$ cat src/rtl/uart_cmd_frame_rx.sv
// UART command frame assembler: NUM_OPS operands of OP_BYTES bytes plus a cmd byte.
// Optional trailing XOR checksum byte when UART_CMD_CHECKSUM_EN is defined.
module uart_cmd_frame_rx #(
    parameter int NUM_OPS        = 2,
    parameter int OP_BYTES       = 2,
    parameter int LSB_FIRST      = 1,
    parameter int TIMEOUT_CYCLES = 1000000
) (
    input  logic                            clk,
    input  logic                            reset,
    input  logic                            rx_ready,
    input  logic [7:0]                      rx_data,
    input  logic                            frame_ready,
    output logic                            frame_valid,
    output logic [NUM_OPS*OP_BYTES*8-1:0]   op_data,
    output logic [7:0]                      cmd,
    output logic                            busy,
    output logic                            frame_err,
    output logic                            overrun,
    output logic [2:0]                      state_dbg
);

    localparam int NB = NUM_OPS * OP_BYTES;
    localparam int BW = (OP_BYTES > 1) ? $clog2(OP_BYTES) : 1;
    localparam int KW = (NUM_OPS > 1) ? $clog2(NUM_OPS) : 1;
    localparam int TW = (TIMEOUT_CYCLES > 1) ? $clog2(TIMEOUT_CYCLES) : 1;
    localparam logic [TW-1:0] TO_LAST =
        TW'((TIMEOUT_CYCLES > 0) ? TIMEOUT_CYCLES - 1 : 0);

    typedef enum logic [2:0] {
        IDLE        = 3'd0,
        COLLECT_OP  = 3'd1,
        COLLECT_CMD = 3'd2,
        CHECK       = 3'd3,
        PRESENT     = 3'd4
    } state_t;

    state_t          state;
    logic [BW-1:0]   b_cnt;
    logic [KW-1:0]   k_cnt;
    logic [TW-1:0]   to_cnt;
`ifdef UART_CMD_CHECKSUM_EN
    logic [7:0]      csum;
`endif

    logic take_first;
    logic collecting;
    logic timed_out;
    logic last_b;
    logic last_k;

    function automatic int byte_pos(input int k, input int b);
        return k * OP_BYTES + ((LSB_FIRST != 0) ? b : OP_BYTES - 1 - b);
    endfunction

    // A byte in the same cycle as a frame transfer starts the next frame.
    assign take_first = rx_ready &&
        (state == IDLE || (state == PRESENT && frame_ready));
    assign collecting = (state == COLLECT_OP) || (state == COLLECT_CMD) ||
                        (state == CHECK);
    assign timed_out  = (TIMEOUT_CYCLES != 0) && (to_cnt == TO_LAST);
    assign last_b     = (b_cnt == BW'(OP_BYTES - 1));
    assign last_k     = (k_cnt == KW'(NUM_OPS - 1));
    assign state_dbg  = state;

    always_ff @(posedge clk) begin
        if (reset) begin
            state       <= IDLE;
            b_cnt       <= '0;
            k_cnt       <= '0;
            to_cnt      <= '0;
            op_data     <= '0;
            cmd         <= '0;
            frame_valid <= 1'b0;
            busy        <= 1'b0;
            frame_err   <= 1'b0;
            overrun     <= 1'b0;
`ifdef UART_CMD_CHECKSUM_EN
            csum        <= '0;
`endif
        end else begin
            frame_err <= 1'b0;
            overrun   <= 1'b0;
            if (take_first) begin
                op_data[byte_pos(0, 0)*8 +: 8] <= rx_data;
                to_cnt      <= '0;
                frame_valid <= 1'b0;
                busy        <= 1'b1;
`ifdef UART_CMD_CHECKSUM_EN
                csum        <= rx_data;
`endif
                if (NB == 1) begin
                    b_cnt <= '0;
                    k_cnt <= '0;
                    state <= COLLECT_CMD;
                end else if (OP_BYTES == 1) begin
                    b_cnt <= '0;
                    k_cnt <= KW'(1);
                    state <= COLLECT_OP;
                end else begin
                    b_cnt <= BW'(1);
                    k_cnt <= '0;
                    state <= COLLECT_OP;
                end
            end else if (collecting && !rx_ready) begin
                if (timed_out) begin
                    frame_err <= 1'b1;
                    b_cnt     <= '0;
                    k_cnt     <= '0;
                    to_cnt    <= '0;
                    busy      <= 1'b0;
                    state     <= IDLE;
                end else begin
                    to_cnt <= to_cnt + 1'b1;
                end
            end else begin
                to_cnt <= '0;
                unique case (state)
                    IDLE: ;
                    COLLECT_OP: begin
                        op_data[byte_pos(int'(k_cnt), int'(b_cnt))*8 +: 8]
                            <= rx_data;
`ifdef UART_CMD_CHECKSUM_EN
                        csum <= csum ^ rx_data;
`endif
                        if (last_b) begin
                            b_cnt <= '0;
                            if (last_k) state <= COLLECT_CMD;
                            else        k_cnt <= k_cnt + 1'b1;
                        end else begin
                            b_cnt <= b_cnt + 1'b1;
                        end
                    end
                    COLLECT_CMD: begin
                        cmd <= rx_data;
`ifdef UART_CMD_CHECKSUM_EN
                        csum  <= csum ^ rx_data;
                        state <= CHECK;
`else
                        busy        <= 1'b0;
                        frame_valid <= 1'b1;
                        state       <= PRESENT;
`endif
                    end
                    CHECK: begin
                        busy <= 1'b0;
`ifdef UART_CMD_CHECKSUM_EN
                        if (rx_data == csum) begin
                            frame_valid <= 1'b1;
                            state       <= PRESENT;
                        end else begin
                            frame_err <= 1'b1;
                            state     <= IDLE;
                        end
`else
                        state <= IDLE;
`endif
                    end
                    PRESENT: begin
                        if (frame_ready) begin
                            frame_valid <= 1'b0;
                            state       <= IDLE;
                        end else if (rx_ready) begin
                            overrun <= 1'b1;
                        end
                    end
                    default: begin
                        busy        <= 1'b0;
                        frame_valid <= 1'b0;
                        state       <= IDLE;
                    end
                endcase
            end
        end
    end

endmodule

$ cat config.mk
export PLATFORM = sky130hd
export DESIGN_NAME = uart_cmd_frame_rx
export DESIGN_NICKNAME = d
export VERILOG_FILES = /design/src/rtl/uart_cmd_frame_rx.sv
export SDC_FILE = /design/constraint.sdc
export NUM_CORES = 1
export LEC_CHECK = 0
export CORE_UTILIZATION = 45
export DETAILED_ROUTE_END_ITERATION = 7
export GPL_ROUTABILITY_DRIVEN = 0
export GPL_TIMING_DRIVEN = 0
export HOLD_SLACK_MARGIN = 0.1
export PLACE_DENSITY_LB_ADDON = 0.15
export SKIP_LAST_GASP = 1
export SLEW_MARGIN = 40
export SYNTH_ARGS = -nofsm -noshare
export SYNTH_HDL_FRONTEND = slang
export SYNTH_SLANG_ARGS = --single-unit
$ cat constraint.sdc
create_clock -name clk -period 4 [get_ports clk]
set_input_delay 0.8 -clock clk [delete_from_list [all_inputs] [get_ports clk]]
set_output_delay 0.8 -clock clk [all_outputs]
set_load 0.05 [all_outputs]
==> impl_metrics.py <==
metrics = {
    "cells_and_area": {
        "syn_to_final_growth_pct": 32.2,
        "num_antenna_cells": 0,
        "nets": 426,
        "final_core_utilization_pct": 62.6,
        "post_layout_nonfiller_instances": 488,
        "post_route_cells_drive_above_1_share_pct": 8.23,
    },
    "run": {
        "maxCapViolations": 0,
    },
    "placement": {
        "post_detailed_placement_half_perimeter_wirelength_um": 4920,
        "pre_cts_ws_ns": 1.21,
        "numPlacedInstances": 472,
        "number_of_buffers_added_on_ports": 58,
    },
    "die": {
        "pin_count": 59,
        "initial_core_util_pct": 47.4,
        "die_height_um": 81.6,
        "die_width_um": 81.6,
        "floorplan.rows": 28,
        "core_area_um2": 6030,
        "die-area_um2": 6660,
    },
    "global_route": {
        "grt_first_pass_wirelength_um": 11000,
        "grt_start_max_net_pins": 13,
        "globalRouteOverflowTotal": 0,
        "antenna_found_initial": 0,
        "groute.usage.overall_pct": 21.9,
        "vias_in_the_first_global_route": 2281,
    },
    "logic_synthesis": {
        "number_of_enable_flip_flop_cells_after_synthesis": 0,
        "synth.distinct_cells": 43,
        "syn-instance-count": 339,
        "synth_simple_gate_area_share_pct": 27.4,
        "synthFlopType": "sky130_fd_sc_hd__dfxtp_1",
        "synth_top_cell_by_area": "sky130_fd_sc_hd__dfxtp_1",
        "ys_top_cells_by_area": "sky130_fd_sc_hd__dfxtp_1 48%, sky130_fd_sc_hd__nand2_1 7.4%, sky130_fd_sc_hd__a21oi_1 7.2%, sky130_fd_sc_hd__nand3_1 5.4%, sky130_fd_sc_hd__nor2_1 5.4%",
        "post_synth_xor_area_fraction_pct": 5.52,
        "share_of_cell_area_taken_by_muxes_after_synthesis_pct": 0,
        "synth.yosys.seq_area_share_pct": 48.4,
        "synth-async-reset-ratio_pct": 0,
        "average_footprint_of_a_synthesized_cell_um2": 8.42,
        "syn-cell-area_um2": 2850,
        "combinational_family_with_the_most_area_after_synthesis": "simple AND/OR/NAND/NOR gates",
        "synthMostInstantiatedCell": "sky130_fd_sc_hd__dfxtp_1",
        "ys_seq_elements": 69,
        "synthesis.nets": 357,
        "synth.top_cells.by_count": "69 x sky130_fd_sc_hd__dfxtp_1, 56 x sky130_fd_sc_hd__nand2_1, 41 x sky130_fd_sc_hd__a21oi_1, 41 x sky130_fd_sc_hd__nor2_1, 31 x sky130_fd_sc_hd__nand3_1",
        "share_of_synthesized_cell_area_in_full_adder_half_adder_and_majority_cells_pct": 2.63,
        "yosysTopAreaCellShare_pct": 48.4,
        "syn_warnings": 0,
        "share_of_the_synthesized_area_in_compound_gates_ao_oa_aoi_oai_pct": 12.2,
    },
    "drt": {
        "routedWlPerCell_um": 14.3,
        "detailroute.via_count": 2633,
        "drt_wl_total_um": 6980,
        "route.detailed.drc": 0,
        "drt_iter0_drc": 181,
        "drtPass1Iterations": 4,
        "avgViaCountPerCell": 5.40,
        "ant_nets": 0,
    },
    "critical_path": {
        "worst_setup_path_end_kind": "primary output",
        "cp_slowest_stage_delay_ns": 0.86,
        "worstPathMaxFanout": 8,
        "startpoint_type_of_the_worst_setup_path": "flip-flop",
        "worstPathCellList": "clkdlybuf4s50_1",
        "path_class": "reg2out",
        "cp_data_required_time_ns": 3.20,
        "critical_path.top_delay_family": "buffers and inverters",
        "worst_ep_arrival_time_ns": 1.69,
        "buffers_inverters_on_critical_path": 1,
        "crit_slowest_cell": "sky130_fd_sc_hd__clkdlybuf4s50_1",
    },
    "sta": {
        "setup_ws_ns": 1.51,
        "fmax_mhz": 402,
        "final_hold_violation_count": 0,
        "fin_worst_skew_ns": 0.00710,
        "setup_viol": 0,
        "rsz_0062_raised_after_global_routing": "no",
        "finalCriticalPeriod_ns": 2.49,
        "setup_tns_ns": 0,
        "finalMaxSlewViolations": 0,
        "timing.max_slew.rel_slack_pct": 55.0,
        "min_period_over_period_pct": 62.2,
        "tightestPinTransition_ns": 0.675,
    },
    "power": {
        "cellLeakagePower_nw": 1.25,
        "post-layout-total-power_mw": 1.49,
        "power.ir.vdd_worst_mv": 0.208,
        "power_density_nw_per_um2": 395,
    },
    "cts": {
        "cts_post_setup_buffers_inserted": 0,
        "clk-insertion-delay-late_ns": 0.35,
        "clock-root-buffer": "sky130_fd_sc_hd__clkbuf_8",
        "tritoncts_num_sinks": 69,
        "clkSlewWorstSetupHoldPaths_ns": 0.07,
        "tritoncts.num_buffers": 9,
        "tritoncts": "yes",
        "postCtsHoldBufs": 0,
        "cts_resized": 0,
        "cts_max_path_buffers": 2,
        "h-tree-depth": 3,
    },
    "status": {
        "status": "completed",
    },
    "hold_path": {
        "hold_path_class": "reg2reg",
    },
}
[cell families (layout without fill, tap and decap cells)]
logic type,after synthesis,count (layout)
XOR/XNOR,18,18
AO/OA/AOI/OAI,60,60
adder cells (fa/ha/maj),6,6
AND/OR/NAND/NOR,164,164
flip-flops,69,69
buffers and inverters,22,96
[layout make-up]
| cell class | count | area (um^2) |
|---|---|---|
| clock inverter | 6 | 86.3 |
| timing repair buffer | 58 | 581 |
| inverter | 8 | 30.0 |
| sequential | 69 | 1380 |
| clock buffer | 10 | 138 |
| fill | 534 | 2250 |
| multi-input combinational | 248 | 1380 |
| buffer | 14 | 80.1 |
| tap | 75 | 93.8 |
[registers in the layout, summed over array words and instances, names as in the netlist]
signal and flops:
overrun 1, k_cnt 1, frame_valid 1, b_cnt 1, cmd 8, to_cnt 20, op_data 32, frame_err 1
busy 1, state_dbg 3
[worst register-to-register path: stages, from the launching register on]
cell and delay, ns:
sky130_fd_sc_hd__dfxtp_1 0.39, sky130_fd_sc_hd__or3b_1 0.38, sky130_fd_sc_hd__or4_4 0.44, sky130_fd_sc_hd__or3_4 0.43, sky130_fd_sc_hd__and4_4 0.19, sky130_fd_sc_hd__a31o_1 0.20
[per-stage QoR]
stage	hold WS [ns]	area, um^2
final	0.443	3770
after global routing	0.450	3770
after global placement	0.426	3530
after floorplan	0.413	2850
after CTS	0.446	3760
after detailed placement	0.436	3540
[power by group]
group          internal (mW)  total [mW]  switching (mW)
combinational         0.0516       0.150          0.0982
clock                  0.367       0.632           0.266
sequential             0.698       0.708          0.0106
[routing by layer]
layer  global-route usage, %  wire length [um]
met4                    9.47               121
met5                       0                 0
met3                    4.67               283
met2                    33.5              3170
met1                    29.7              3410
[worst paths after layout]
path                                                 from                        end  slack [ns]  cells past startpoint
worst max-delay path            state_dbg[0]$_SDFFE_PP0P_               state_dbg[0]        1.51                      1
worst min-delay path                 to_cnt[0]$_SDFF_PP0_       to_cnt[0]$_SDFF_PP0_        0.44                      1
worst max register to register      to_cnt[14]$_SDFF_PP0_  state_dbg[1]$_SDFFE_PP0P_        1.88                      5
worst min register to register       to_cnt[0]$_SDFF_PP0_       to_cnt[0]$_SDFF_PP0_        0.44                      1
[placed cells by master (no fill, tap or decap), types with 2 or more instances in the layout]
cell and count:
sky130_fd_sc_hd__buf_4 2, sky130_fd_sc_hd__dfxtp_1 69, sky130_fd_sc_hd__ha_1 6, sky130_fd_sc_hd__nor4b_1 2
sky130_fd_sc_hd__buf_2 2, sky130_fd_sc_hd__xor2_1 4, sky130_fd_sc_hd__nand4_1 4, sky130_fd_sc_hd__nand2_1 56
sky130_fd_sc_hd__clkbuf_8 11, sky130_fd_sc_hd__a221oi_1 2, sky130_fd_sc_hd__nor3_1 6, sky130_fd_sc_hd__and4_1 3
sky130_fd_sc_hd__and2_1 3, sky130_fd_sc_hd__clkbuf_1 8, sky130_fd_sc_hd__clkdlybuf4s50_1 58, sky130_fd_sc_hd__nor2_1 41
sky130_fd_sc_hd__o21ai_0 2, sky130_fd_sc_hd__nor3b_2 2, sky130_fd_sc_hd__bufinv_16 2, sky130_fd_sc_hd__clkinv_2 2
sky130_fd_sc_hd__a21oi_1 41, sky130_fd_sc_hd__nand3_1 31, sky130_fd_sc_hd__a22oi_1 8, sky130_fd_sc_hd__xnor2_1 14
sky130_fd_sc_hd__inv_1 8, sky130_fd_sc_hd__nor3_2 2
(Power assumes the default switching activity.)
